File: src/rtl/adau_pkg.sv
// Shared definitions for the ADAU1761 configuration sequencer and its table ROM.
// Not clocked: types, constants and entry-builder helpers only.
// No flow control of its own.
package adau_pkg;

  localparam int PKG_MAX_BYTES = 8;
  localparam int NB_W          = $clog2(PKG_MAX_BYTES);
  localparam int DATA_W        = PKG_MAX_BYTES * 8;

  typedef enum logic [1:0] {
    OP_WRITE = 2'd0,
    OP_DELAY = 2'd1,
    OP_END   = 2'd2,
    OP_RSVD  = 2'd3
  } op_e;

  // One table entry; data is MSB-aligned, except DELAY which keeps its tick count in data[15:0].
  typedef struct packed {
    op_e               op;
    logic [NB_W-1:0]   nbytes;
    logic [15:0]       addr;
    logic [DATA_W-1:0] data;
  } entry_t;

  localparam int ENTRY_W = $bits(entry_t);

  typedef enum logic [3:0] {
    S_IDLE, S_FETCH, S_DECODE, S_ISSUE, S_WAIT_DONE, S_GAP, S_DELAY, S_DONE, S_ERROR
  } state_e;

  // Codec register addresses
  localparam logic [15:0] ADDR_CLKCTRL  = 16'h4000;
  localparam logic [15:0] ADDR_PLLCTRL  = 16'h4002;
  localparam logic [15:0] ADDR_SERPORT0 = 16'h4015;
  localparam logic [15:0] ADDR_SERPORT1 = 16'h4016;
  localparam logic [15:0] ADDR_ADCCTRL  = 16'h4019;
  localparam logic [15:0] ADDR_PLBPWR   = 16'h4029;
  localparam logic [15:0] ADDR_DACCTRL0 = 16'h402A;
  localparam logic [15:0] ADDR_CLKEN0   = 16'h40F9;
  localparam logic [15:0] ADDR_CLKEN1   = 16'h40FA;

  function automatic logic [DATA_W-1:0] msb_byte(input logic [7:0] b);
    return {b, {(DATA_W-8){1'b0}}};
  endfunction

  function automatic entry_t ent_wr(input logic [15:0] addr, input logic [NB_W-1:0] nb,
                                    input logic [DATA_W-1:0] data);
    entry_t e;
    e.op     = OP_WRITE;
    e.nbytes = nb;
    e.addr   = addr;
    e.data   = data;
    return e;
  endfunction

  function automatic entry_t ent_delay(input logic [15:0] ticks);
    entry_t e;
    e.op     = OP_DELAY;
    e.nbytes = '0;
    e.addr   = '0;
    e.data   = {{(DATA_W-16){1'b0}}, ticks};
    return e;
  endfunction

  function automatic entry_t ent_end();
    entry_t e;
    e.op     = OP_END;
    e.nbytes = '0;
    e.addr   = '0;
    e.data   = '0;
    return e;
  endfunction

endpackage

File: src/rtl/adau_cfg_sequencer_if.sv
// SPI write-engine request bus: level start, engine busy, and the write payload.
// Combinational bundle, no latency.
// Engine acknowledges start by raising busy; payload must hold while start is high.
interface adau_cfg_sequencer_if #(
  parameter int MAX_BYTES = 8
);
  logic                         spi_start;
  logic                         spi_busy;
  logic [$clog2(MAX_BYTES)-1:0] spi_nbytes;
  logic [15:0]                  spi_address;
  logic [MAX_BYTES*8-1:0]       spi_write_data;

  modport master (output spi_start, spi_nbytes, spi_address, spi_write_data, input spi_busy);
  modport slave  (input spi_start, spi_nbytes, spi_address, spi_write_data, output spi_busy);
endinterface

File: src/rtl/adau_cfg_rom.sv
// Constant configuration table; TABLE_SEL 0 is the codec bring-up, 1 and 2 are short bring-up tables.
// One-cycle registered read: entry reflects addr sampled on the previous clk edge.
// No backpressure; reads every cycle.
module adau_cfg_rom
  import adau_pkg::*;
#(
  parameter int ROM_DEPTH = 32,
  parameter int TABLE_SEL = 0,
  localparam int AW = $clog2(ROM_DEPTH)
) (
  input  logic          clk,
  input  logic          reset,
  input  logic [AW-1:0] addr,
  output entry_t        entry
);

  function automatic entry_t lookup(input int idx);
    entry_t e;
    e = ent_end();
    if (TABLE_SEL == 1) begin
      case (idx)
        0:       e = ent_wr(ADDR_SERPORT0, 3'd1, msb_byte(8'h01));
        1:       e = ent_delay(16'd2);
        default: e = ent_end();
      endcase
    end else if (TABLE_SEL == 2) begin
      // Every slot is a write: the run ends only by reaching the last entry.
      e = ent_wr(ADDR_SERPORT0 + 16'(idx), 3'd1, msb_byte(8'(idx + 1)));
    end else begin
      case (idx)
        0, 1, 2: e = ent_wr(ADDR_CLKCTRL, 3'd1, msb_byte(8'h00)); // SPI-mode entry
        3:       e = ent_wr(ADDR_PLLCTRL, 3'd6, {48'h007D_000C_2101, 16'h0000});
        4:       e = ent_delay(16'd2);                             // PLL lock
        5:       e = ent_wr(ADDR_CLKCTRL,  3'd1, msb_byte(8'h01));
        6:       e = ent_wr(ADDR_SERPORT0, 3'd1, msb_byte(8'h01));
        7:       e = ent_wr(ADDR_SERPORT1, 3'd1, msb_byte(8'h00));
        8:       e = ent_wr(ADDR_ADCCTRL,  3'd1, msb_byte(8'h13));
        9:       e = ent_wr(ADDR_DACCTRL0, 3'd1, msb_byte(8'h03));
        10:      e = ent_wr(ADDR_PLBPWR,   3'd1, msb_byte(8'h03));
        11:      e = ent_wr(ADDR_CLKEN0,   3'd1, msb_byte(8'h7F));
        12:      e = ent_wr(ADDR_CLKEN1,   3'd1, msb_byte(8'h03));
        default: e = ent_end();
      endcase
    end
    return e;
  endfunction

  entry_t entry_d, entry_q;

  // Table lookup for the presented index
  always_comb entry_d = lookup(int'(addr));

  // Registered read port
  always_ff @(posedge clk) begin
    if (reset) entry_q <= '0;
    else       entry_q <= entry_d;
  end

  assign entry = entry_q;

endmodule

File: src/rtl/adau_cfg_sequencer.sv
// Walks the config table, issuing one SPI write per WRITE entry and waiting out DELAY entries.
// go -> FETCH next cycle -> DECODE -> spi_start two cycles after FETCH; done/error held until next go.
// Holds spi_start until the engine raises busy (bounded by BUSY_TIMEOUT), then waits for busy low plus a gap.
module adau_cfg_sequencer
  import adau_pkg::*;
#(
  parameter int ROM_DEPTH    = 32,
  parameter int MAX_BYTES    = 8,
  parameter int GAP_CYCLES   = 200,
  parameter int TICK_CYCLES  = 100000,
  parameter int BUSY_TIMEOUT = 64,
  parameter int TABLE_SEL    = 0
) (
  input  logic                         clk,
  input  logic                         reset,
  input  logic                         go,
  output logic                         busy,
  output logic                         done,
  output logic                         error,
  output logic [$clog2(ROM_DEPTH)-1:0] step,
  adau_cfg_sequencer_if.master         spi
);

  localparam int SW  = $clog2(ROM_DEPTH);
  localparam int NBW = $clog2(MAX_BYTES);
  localparam int TW  = $clog2(TICK_CYCLES);
  localparam int GW  = $clog2(GAP_CYCLES);
  localparam int OW  = $clog2(BUSY_TIMEOUT);

  state_e                 state_q,    state_d;
  logic [SW-1:0]          step_q,     step_d;
  logic [NBW-1:0]         nbytes_q,   nbytes_d;
  logic [15:0]            addr_q,     addr_d;
  logic [MAX_BYTES*8-1:0] wdata_q,    wdata_d;
  logic [OW-1:0]          to_cnt_q,   to_cnt_d;
  logic [GW-1:0]          gap_cnt_q,  gap_cnt_d;
  logic [TW-1:0]          tick_cnt_q, tick_cnt_d;
  logic [15:0]            dly_cnt_q,  dly_cnt_d;
  logic                   adv;
  entry_t                 rom_ent;

  adau_cfg_rom #(.ROM_DEPTH(ROM_DEPTH), .TABLE_SEL(TABLE_SEL)) u_rom (
    .clk   (clk),
    .reset (reset),
    .addr  (step_q),
    .entry (rom_ent)
  );

  // State and datapath registers
  always_ff @(posedge clk) begin
    if (reset) begin
      state_q    <= S_IDLE;
      step_q     <= '0;
      nbytes_q   <= '0;
      addr_q     <= '0;
      wdata_q    <= '0;
      to_cnt_q   <= '0;
      gap_cnt_q  <= '0;
      tick_cnt_q <= '0;
      dly_cnt_q  <= '0;
    end else begin
      state_q    <= state_d;
      step_q     <= step_d;
      nbytes_q   <= nbytes_d;
      addr_q     <= addr_d;
      wdata_q    <= wdata_d;
      to_cnt_q   <= to_cnt_d;
      gap_cnt_q  <= gap_cnt_d;
      tick_cnt_q <= tick_cnt_d;
      dly_cnt_q  <= dly_cnt_d;
    end
  end

  // Next state, counters and payload latch; adv applies the shared step-advance / last-entry rule
  always_comb begin
    state_d    = state_q;
    step_d     = step_q;
    nbytes_d   = nbytes_q;
    addr_d     = addr_q;
    wdata_d    = wdata_q;
    to_cnt_d   = to_cnt_q;
    gap_cnt_d  = gap_cnt_q;
    tick_cnt_d = tick_cnt_q;
    dly_cnt_d  = dly_cnt_q;
    adv        = 1'b0;
    case (state_q)
      S_IDLE, S_DONE, S_ERROR: begin
        if (go) begin
          state_d = S_FETCH;
          step_d  = '0;
        end
      end
      S_FETCH: state_d = S_DECODE;
      S_DECODE: begin
        case (rom_ent.op)
          OP_WRITE: begin
            nbytes_d = NBW'(rom_ent.nbytes);
            addr_d   = rom_ent.addr;
            wdata_d  = rom_ent.data[DATA_W-1 -: MAX_BYTES*8];
            to_cnt_d = '0;
            state_d  = S_ISSUE;
          end
          OP_DELAY: begin
            dly_cnt_d  = rom_ent.data[15:0];
            tick_cnt_d = '0;
            // A zero-length delay falls straight through to the next entry.
            if (rom_ent.data[15:0] == 16'd0) adv = 1'b1;
            else                             state_d = S_DELAY;
          end
          default: state_d = S_DONE;
        endcase
      end
      S_ISSUE: begin
        if (spi.spi_busy)                                state_d  = S_WAIT_DONE;
        else if (to_cnt_q == OW'(BUSY_TIMEOUT - 1))      state_d  = S_ERROR;
        else                                             to_cnt_d = to_cnt_q + 1'b1;
      end
      S_WAIT_DONE: begin
        if (!spi.spi_busy) begin
          state_d   = S_GAP;
          gap_cnt_d = '0;
        end
      end
      S_GAP: begin
        if (gap_cnt_q == GW'(GAP_CYCLES - 1)) adv = 1'b1;
        else                                  gap_cnt_d = gap_cnt_q + 1'b1;
      end
      S_DELAY: begin
        if (tick_cnt_q == TW'(TICK_CYCLES - 1)) begin
          tick_cnt_d = '0;
          if (dly_cnt_q == 16'd1) adv = 1'b1;
          else                    dly_cnt_d = dly_cnt_q - 16'd1;
        end else begin
          tick_cnt_d = tick_cnt_q + 1'b1;
        end
      end
      default: state_d = S_IDLE;
    endcase
    if (adv) begin
      if (step_q == SW'(ROM_DEPTH - 1)) begin
        state_d = S_DONE;
      end else begin
        step_d  = step_q + 1'b1;
        state_d = S_FETCH;
      end
    end
  end

  // Status and start decoded from state; payload comes straight from the latch
  always_comb begin
    busy          = 1'b1;
    done          = 1'b0;
    error         = 1'b0;
    spi.spi_start = 1'b0;
    case (state_q)
      S_IDLE:  busy = 1'b0;
      S_DONE:  begin busy = 1'b0; done  = 1'b1; end
      S_ERROR: begin busy = 1'b0; error = 1'b1; end
      S_ISSUE: spi.spi_start = 1'b1;
      default: ;
    endcase
  end

  assign step               = step_q;
  assign spi.spi_nbytes     = nbytes_q;
  assign spi.spi_address    = addr_q;
  assign spi.spi_write_data = wdata_q;

endmodule

File: src/flat_wrapper.sv
// flat-port wrapper written by rule: the top's interface ports become plain ports
module adau_cfg_sequencer_flat import adau_pkg::*;
#(
  parameter int ROM_DEPTH    = 32,
  parameter int MAX_BYTES    = 8,
  parameter int GAP_CYCLES   = 200,
  parameter int TICK_CYCLES  = 100000,
  parameter int BUSY_TIMEOUT = 64,
  parameter int TABLE_SEL    = 0
)
  (clk, reset, go, busy, done, error, step, spi_spi_start, spi_spi_nbytes, spi_spi_address, spi_spi_write_data, spi_spi_busy);
  adau_cfg_sequencer_if #(.MAX_BYTES(MAX_BYTES)) spi_i ();
  input  logic clk;
  input  logic reset;
  input  logic go;
  output logic busy;
  output logic done;
  output logic error;
  output logic [$clog2(ROM_DEPTH)-1:0] step;
  output wire logic [$bits(spi_i.spi_start)-1:0] spi_spi_start;
  output wire logic [$bits(spi_i.spi_nbytes)-1:0] spi_spi_nbytes;
  output wire logic [$bits(spi_i.spi_address)-1:0] spi_spi_address;
  output wire logic [$bits(spi_i.spi_write_data)-1:0] spi_spi_write_data;
  input wire logic [$bits(spi_i.spi_busy)-1:0] spi_spi_busy;
  assign spi_spi_start = spi_i.spi_start;
  assign spi_spi_nbytes = spi_i.spi_nbytes;
  assign spi_spi_address = spi_i.spi_address;
  assign spi_spi_write_data = spi_i.spi_write_data;
  assign spi_i.spi_busy = spi_spi_busy;
  adau_cfg_sequencer #(.ROM_DEPTH(ROM_DEPTH), .MAX_BYTES(MAX_BYTES), .GAP_CYCLES(GAP_CYCLES), .TICK_CYCLES(TICK_CYCLES), .BUSY_TIMEOUT(BUSY_TIMEOUT), .TABLE_SEL(TABLE_SEL)) u_core (.clk(clk), .reset(reset), .go(go), .busy(busy), .done(done), .error(error), .step(step), .spi(spi_i));
endmodule
File: config.mk
export PLATFORM = sky130hd
export DESIGN_NAME = adau_cfg_sequencer_flat
export DESIGN_NICKNAME = d
export VERILOG_FILES = /design/src/rtl/adau_pkg.sv /design/src/rtl/adau_cfg_sequencer_if.sv /design/src/rtl/adau_cfg_rom.sv /design/src/rtl/adau_cfg_sequencer.sv /design/src/flat_wrapper.sv
export SDC_FILE = /design/constraint.sdc
export NUM_CORES = 1
export LEC_CHECK = 0
export CELL_PAD_IN_SITES_DETAIL_PLACEMENT = 1
export CELL_PAD_IN_SITES_GLOBAL_PLACEMENT = 1
export CORE_UTILIZATION = 42
export DETAILED_ROUTE_END_ITERATION = 10
export PLACE_DENSITY_LB_ADDON = 0.1
export SLEW_MARGIN = 5
export SYNTH_ARGS = -nofsm -noshare
export SYNTH_HDL_FRONTEND = slang
export SYNTH_SLANG_ARGS = --single-unit
File: constraint.sdc
create_clock -name clk -period 8.5 [get_ports clk]
set_clock_uncertainty 0.15 [all_clocks]
set_input_delay 1.275 -clock clk [delete_from_list [all_inputs] [get_ports clk]]
set_output_delay 1.275 -clock clk [all_outputs]
set_load 0.02 [all_outputs]
# After elaboration in Yosys (flattened, before gate mapping)
# Memories as Yosys holds them, arrays and structs flattened. A register that Yosys moved wholly into a read port is not among the register bits.
# Cells that the tools add are included.
[word_totals]
reg_bits = 224
romBits = 528
in_bits = 4
out_inout_bits = 92
elab_cells = 101
n_memories = 1
[classes]
addsub = 5
eq_ne = 27
n_mux = 39
n_reduce_logical = 15
[memory_table]
columns = ["memory", "depth", "word_bits", "rd", "rd_ports_with_merged_regs", "write_ports", "line", "source"]
rows = [
  ["(no name shown)", 16, 33, 1, 1, 0, "adau_cfg_rom.sv:30", "case (idx)"],
]
[op_table]
columns = ["op", "n"]
rows = [
  ["$mux W85", 1],
  ["$mux W16", 3],
  ["$mux W17", 2],
  ["$pmux W17 S2", 1],
  ["$pmux W16 S2", 1],
  ["$mux W4", 7],
  ["$pmux W4 S6", 1],
  ["$mux W5", 4],
  ["$mux W6", 3],
  ["$add A17 B1 Y17 const B", 1],
  ["$eq A17 B17 Y1 const B", 1],
  ["$eq A16 B1 Y1 const B", 1],
  ["$eq A4 B3 Y1 const B", 4],
  ["$logic_not A16 Y1", 1],
  ["$mux W8", 2],
  ["$pmux W8 S2", 1],
  ["$sub A16 B1 Y16 const B", 1],
  ["$ne A2 B2 Y1 const B", 6],
  ["$pmux W6 S2", 1],
  ["$mux W1", 9],
  ["$add A8 B1 Y8 const B", 1],
  ["$eq A4 B2 Y1 const B", 2],
  ["$eq A8 B8 Y1 const B", 1],
  ["$pmux W4 S2", 1],
  ["23 further kinds", 30],
]

# Longest topological paths before layout
# Gate-level depths: netlist (run 1).
[logic_depth]
word_depth = 6
ltp_mapped = 16
mapped_depth_nobuf = 15

# Hierarchy
# From an unflattened synthesis (run 1), not the netlist that was laid out.
[unflattened]
cells_unflattened = 913
area_unflattened_um2 = 7423.4
[modules_own_cells]
columns = ["mod", "n_inst", "cells_per_inst", "area_per_inst_um2", "seq_area_each_um2"]
rows = [
  ["adau_cfg_sequencer", 1, 781, 6294.8, 2782.7],
  ["adau_cfg_rom", 1, 132, 1128.6, 300.3],
]

# Least setup slack after synthesis (run 1)
# No wires, ideal clock.
[synth_path]
path_type = "reg-to-reg"
startpoint = "reg u_core.step_q[0] (netlist: u_core.step[0])"
endpoint = "reg with a tool-made name"
setup_ns = 0.132
arrival_time_ns = 2.787
t_required_ns = 8.218
path_slack_ns = 5.430
stages_incl_launch_ff = 16
n_path_buf = 1
period_less_slack_ns = 3.070
cell_sequence = "dfxtp_1 > ha_1 > and3_1 > ha_1 > clkbuf_1 > a21o_1 > nand3_1 > a21oi_1 > inv_1 > ha_1 > inv_1 > mux2i_1 > a2bb2oi_1 > o21ai_0 > o21ai_0 > a21oi_1"
[synth_lines]
columns = ["item", "line", "source"]
rows = [
  ["start: declaration", "adau_cfg_sequencer.sv:31", "logic [SW-1:0] step_q, step_d;"],
  ["start signal: assignment", "adau_cfg_sequencer.sv:63", "step_q <= step_d;"],
]

# Worst setup path after layout (run 1)
[layout_path]
startpoint = "reg u_core.state_q[2]"
endpoint = "out done"
[layout_between]
elab_chain_len = 2
[layout_lines]
columns = ["item", "line", "source"]
rows = [
  ["start: declaration", "adau_cfg_sequencer.sv:30", "state_e state_q, state_d;"],
  ["start signal: assignment", "adau_cfg_sequencer.sv:62", "state_q <= state_d;"],
  ["$eq A4 B3 Y1", "adau_cfg_sequencer.sv:155", "case (state_q)"],
  ["$mux W1", "adau_cfg_sequencer.sv:155", ""],
  ["end: declaration", "flat_wrapper.sv:17", "output logic done;"],
]
# No other way between the ends.

==> impl_metrics.yaml, run 1 <==
outcome:
  status: "complete, but fails checks"
  violations: "design-rule violations"
timing:
  setup_viol: 0
  worst_pin_slew_ns: 1.16
  slew_headroom: 0.220
  rsz0062_at_grt: "false"
  fin_crit_ns: 3.69
  period_share: 0.434
  hold_viol: 0
  slew_viol_final: 0
  fmax_mhz: 271
  setup_ws_ns: 4.81
  tns_ns: 0
finish:
  multi_input_area_um2: 2610
  nFillCells: 1372
  nNetsFinal: 621
  diodes: 0
  design_area_um2: 5580
  regArea_um2: 2000
  drive_gt1_frac: 0.0622
  area.growth.synth_to_final_pct: 9.75
clocking:
  h-tree-depth: 3
  numCtsBuffers: 9
  cts_tree: "yes"
  clk_pin_slew_ns: 0.07
  hold_buffers: 0
  ctsResizeCount: 0
  clockBufferDepth: 2
  clock_latency_ns: 0.36
  cts_sinks: 100
  root_buffer: "clkbuf_16"
  post_cts_buffers: 0
placement:
  dp_slack_ns: 4.69
  dp_hpwl_mm: 7.97
  placed_area_um2: 5300
  gp_congestion: 0.840
  port_buffers: 43
grt:
  overflow: 0
  busiest_layer: "met2"
  antenna_found_initial: 0
  grt_pass1_vias: 3931
  grt_pass1_wl_mm: 19.3
  grt_max_degree: 59
  track_usage: 0.191
  grtUsageMet1: 0.255
  grt_use_met3: 0.0452
  use_met2: 0.306
worst_hold_path:
  hold_class: "reg -> reg"
  holdPathEnd: "u_core.u_rom.entry[64]$_SDFF_PP0_"
  min_path_cells: 1
routing:
  ant_nets: 0
  wire_per_inst_um: 14.8
  firstDrtPassIters: 9
  routed_wirelength_mm: 11.2
  drtIter0Drc: 174
  drcViolationCount: 4
  via_per_inst: 5.15
  vias: 3884
synthesis:
  synth_top_flop_cell: "dfxtp_1"
  synth.cell_area_um2: 5080
  synth-edff-count: 0
  synth_warnings: 0
  syn_avg_cell_area_um2: 8.63
  synth.distinct_cells: 69
  ys_ff_latch: 100
  ys_seq_area_frac: 0.394
  synthCells: 589
  synthArstFlopShare: 0
floorplanning:
  die_h_um: 112
  ios: 96
  die-area_um2: 12500
  initial_core_util: 0.438
  std_cell_rows: 39
  die_w_um: 112
  core_um2: 11600
worst_setup_path:
  regToRegSetupSlack_ns: 4.90
  critPathArrivalTime_ns: 2.27
  worstPathRequired_ns: 7.07
  crit_chain: "nor2b_1, nand3_1, inv_1, clkdlybuf4s50_1"
  crit_path_end_kind: "primary output"
  cp_slowest_cell: "clkdlybuf4s50_1"
  startpoint_type: "flop"
  r2r_start: "u_core.tick_cnt_q[5]$_SDFFE_PP0P_"
  criticalPathCategory: "reg -> out"
  max_stage_delay_ns: 0.62
  reg2reg_depth: 14
  crit_fanout: 10
power_and_ir_drop:
  powerDensity_nw_per_um2: 174
  peakVddDrop_v: 0.0000895
  leakage_nw: 2.18
flow_run:
  maxCapViolations: 0
layout by cell type (no fill, tap or decap), drive strengths merged, types with 9 or more instances in the layout:
| master | netlist | layout |
|---|---|---|
| ha | 10 | 10 |
| dfxtp | 100 | 100 |
| xnor2 | 12 | 12 |
| nand3 | 17 | 17 |
| nand2 | 25 | 25 |
| a21oi | 48 | 48 |
| or3 | 9 | 9 |
| nor2 | 69 | 69 |
| clkbuf | 15 | 9 |
| and3 | 15 | 15 |
| mux2i | 17 | 17 |
| inv | 14 | 17 |
| o21ai | 29 | 29 |
| nor3 | 17 | 17 |
| xor2 | 11 | 11 |
| clkdlybuf4s50 | 0 | 42 |
| conb | 1 | 52 |
| and2 | 19 | 19 |
| nand2b | 15 | 15 |
cell type report:
class                           count  share of cell area
Clock buffer                        9              0.0404
Multi-Input combinational cell    436               0.469
Inverter                           14             0.00942
Timing Repair Buffer               46              0.0803
Clock inverter                      6              0.0103
Tap cell                          143              0.0321
Sequential cell                   100               0.359
Yosys cell counts (10+ instances only):
cell type | instances | area share
nor2_1 | 68 | 0.050
and3_1 | 15 | 0.018
a21oi_1 | 46 | 0.045
xor2_1 | 11 | 0.019
dfxtp_1 | 100 | 0.39
mux2i_1 | 17 | 0.033
o21ai_0 | 27 | 0.027
nand3_1 | 15 | 0.015
nand2_1 | 25 | 0.018
ha_1 | 10 | 0.025
xnor2_1 | 12 | 0.021
clkbuf_1 | 15 | 0.011
inv_1 | 12 | 0.0089
buf_4 | 69 | 0.10
and2_1 | 18 | 0.022
nor3_1 | 16 | 0.016
nand2b_1 | 14 | 0.017
per-layer routing:
metal	share of wire	wire [um]
met2	0.45	5050
met4	0.013	146
met1	0.49	5520
met5	0	0
met3	0.041	460
worst max-delay path: cells and delay by family, from the launching register on:
kind	cells	cell delay [ns]
buf+inv	2	0.78
flops	1	0.50
simple gates	2	0.63
stage by stage:
step           std cells  hold WS [ns]  total power, W  utilization
2_1_floorplan        640         0.256        0.000580            -
3_3_place_gp         739         0.266        0.000579        0.456
3_5_place_dp         739         0.267        0.000581        0.456
4_1_cts              754         0.284        0.000980        0.480
5_1_grt              754         0.303         0.00101        0.480
6_report             754         0.282        0.000968        0.480
power breakdown:
part | internal [W] | switching (W)
logic | 0.0000262 | 0.0000609
clock network | 0.000204 | 0.000194
registers | 0.000473 | 0.0000102
worst max-delay path by stage:
stage	startpoint	to	slack (ns)
global route	u_core.state_q[2]$_SDFFE_PP0P_	flop	4.54
finish	u_core.state_q[2]$_SDFFE_PP0P_	done	4.81
CTS	u_core.state_q[2]$_SDFFE_PP0P_	done	4.80
global placement	go	flop	4.87
detailed placement	go	flop	4.69
floorplan	u_core.step[0]$_SDFF_PP0_	flop	5.43
cell families after synthesis:
logic type,after synthesis,share of synthesized area
XOR/XNOR,23,0.0396
multiplexers,18,0.0364
adder cells (fa/ha/maj),10,0.0246
AND/OR/NAND/NOR,228,0.248
AO/OA/AOI/OAI,105,0.127
other,1,0.000738
buffers and inverters,104,0.130
flip-flops,100,0.394
(Power assumes the default switching activity.)
==> run 2: changes to the inputs <==
--- a/config.mk
+++ b/config.mk
@@ -7,7 +7,7 @@
 export LEC_CHECK = 0
 export CELL_PAD_IN_SITES_DETAIL_PLACEMENT = 1
 export CELL_PAD_IN_SITES_GLOBAL_PLACEMENT = 1
-export CORE_UTILIZATION = 42
+export CORE_UTILIZATION = 39
 export DETAILED_ROUTE_END_ITERATION = 10
 export PLACE_DENSITY_LB_ADDON = 0.1
 export SLEW_MARGIN = 5
==> constraint.sdc (replaced) <==
create_clock -name clk -period 3.7 [get_ports clk]
set_clock_uncertainty 0.15 [all_clocks]
set_input_delay 0.555 -clock clk [delete_from_list [all_inputs] [get_ports clk]]
set_output_delay 0.555 -clock clk [all_outputs]
set_load 0.02 [all_outputs]
==> run 2 against run 1 <==
The flow now finishes without violations. First-iteration DRC count fell by 14%. Design area rose by 2.0%. Worst setup slack got worse by 4.5 ns. Register-to-register slack got worse by 4.6 ns. Total power rose by 140%. Sequential power rose by 130%. Sequential share of layout area fell by 0.69 points. Sequential cell count did not move. Critical path type is now reg -> reg. Largest cell class unchanged. Highest routed layer unchanged.
==> impl_metrics.yaml, run 2 (same netlist as run 1, synthesis figures left out) <==
clocking:
  post_cts_buffers: 0
  hold_buffers: 0
  clock_latency_ns: 0.36
  root_buffer: "clkbuf_16"
  clk_pin_slew_ns: 0.07
  numCtsBuffers: 9
  h-tree-depth: 3
  cts_tree: "yes"
  clockBufferDepth: 2
  cts_sinks: 100
  ctsResizeCount: 0
floorplanning:
  ios: 96
  initial_core_util: 0.401
  die-area_um2: 13500
  die_w_um: 116
  core_um2: 12700
  die_h_um: 116
  std_cell_rows: 41
placement:
  placed_area_um2: 5380
  gp_congestion: 0.829
  dp_hpwl_mm: 8.19
  port_buffers: 43
finish:
  layout_common_cells: "100 x dfxtp_1, 68 x nor2_1, 52 x conb_1, 45 x a21oi_1, 42 x clkdlybuf4s50_1"
  nNetsFinal: 628
  nFillCells: 1527
  postLayoutCoreUtil: 0.449
  layout_commonest_cell: "dfxtp_1"
  regArea_um2: 2000
  area.growth.synth_to_final_pct: 11.9
  diodes: 0
  design_area_um2: 5690
  multi_input_area_um2: 2620
  drive_gt1_frac: 0.0759
timing:
  tns_ns: 0
  fin_crit_ns: 3.39
  worst_pin_slew_ns: 0.891
  hold_viol: 0
  setup_viol: 0
  fmax_mhz: 295
  fin_hold_ws_ns: 0.282
  rsz0062_at_grt: "false"
  period_share: 0.917
  slew_viol_final: 0
  slew_headroom: 0.406
power_and_ir_drop:
  fin_total_pwr_w: 0.00228
  powerDensity_nw_per_um2: 400
  swShare: 0.275
  p_clk_frac: 0.420
  peakVddDrop_v: 0.000180
  p_int_w: 0.00165
  combPwrFrac: 0.099
  p_seq_frac: 0.481
  power.switching_w: 0.000627
  leakage_nw: 2.22
grt:
  overflow: 0
  grt_max_degree: 45
  antenna_found_initial: 0
  grt_pass1_wl_mm: 18.8
  track_usage: 0.180
  grt_pass1_vias: 3807
routing:
  via_per_inst: 5.01
  ant_nets: 0
  drcViolationCount: 0
  firstDrtPassIters: 4
  drtIter0Drc: 149
  vias: 3965
  routed_wirelength_mm: 11.3
  wire_per_inst_um: 14.3
worst_setup_path:
  regToRegSetupSlack_ns: 0.31
  critPathArrivalTime_ns: 3.48
  r2r_start: "u_core.tick_cnt_q[5]$_SDFFE_PP0P_"
  reg2reg_depth: 14
  worstPathRequired_ns: 3.78
  crit_fanout: 6
  crit_chain: "or4b_1, nor3_4, nand4bb_4, a21oi_2, nand2b_1, a21oi_1, inv_1, ha_1, inv_1, mux2i_1, a2bb2oi_1, o21ai_0, o21ai_0, a21oi_1"
  crit_path_end_kind: "flop"
  max_stage_delay_ns: 0.63
  criticalPathCategory: "reg -> reg"
  critical_path.top_delay_family: "simple AND/OR/NAND/NOR gates"
  startpoint_type: "flop"
  critPathBufInv: 2
  cp_slowest_cell: "or4b_1"
worst_hold_path:
  hold_class: "reg -> reg"
  min_path_cells: 1
  holdPathEnd: "u_core.u_rom.entry[78]$_SDFF_PP0_"
outcome:
  status: "complete, no violations"
flow_run:
  maxCapViolations: 0
-- run 2: power groups by stage --
stage | registers, W | logic, W | clock network [W]
final | 0.00110 | 0.000225 | 0.000956
after global routing | 0.00110 | 0.000249 | 0.00103
after floorplan | 0.00112 | 0.000209 | 0
after CTS | 0.00110 | 0.000226 | 0.000994
after detailed placement | 0.00112 | 0.000226 | 0
after global placement | 0.00112 | 0.000222 | 0
-- run 2: how the worst max path moves through the flow --
| stage | start | end | depth (start not counted) | slack (ns) |
|---|---|---|---|---|
| floorplan | u_core.step[0]$_SDFF_PP0_ | flop | 15 | 0.63 |
| global placement | u_core.tick_cnt_q[5]$_SDFFE_PP0P_ | flop | 14 | 0.43 |
| detailed placement | u_core.tick_cnt_q[5]$_SDFFE_PP0P_ | flop | 14 | 0.29 |
| CTS | u_core.tick_cnt_q[5]$_SDFFE_PP0P_ | flop | 14 | 0.24 |
| global route | u_core.step[0]$_SDFF_PP0_ | flop | 14 | 0.06 |
| finish | u_core.tick_cnt_q[5]$_SDFFE_PP0P_ | flop | 14 | 0.31 |
-- run 2: layout make-up --
cell class | count | area share
clock inverter | 6 | 0.0108
sequential | 100 | 0.352
clock buffer | 10 | 0.0420
timing repair buffer | 53 | 0.0880
tap | 172 | 0.0378
inverter | 14 | 0.00924
multi-input combinational | 436 | 0.460
-- run 2: stage by stage --
stage                     setup WS [ns]  instances
after floorplan                   0.630        640
after global placement            0.430        775
after detailed placement          0.287        775
after CTS                         0.243        791
after global routing             0.0571        791
final                             0.306        791
-- run 2: routing by layer --
layer,GRT usage,vias up,wire [um]
met5,0,-,0
met4,0.0675,0,189
met3,0.0384,14,542
met2,0.299,106,5390
met1,0.229,1883,5220
li1,-,1962,-
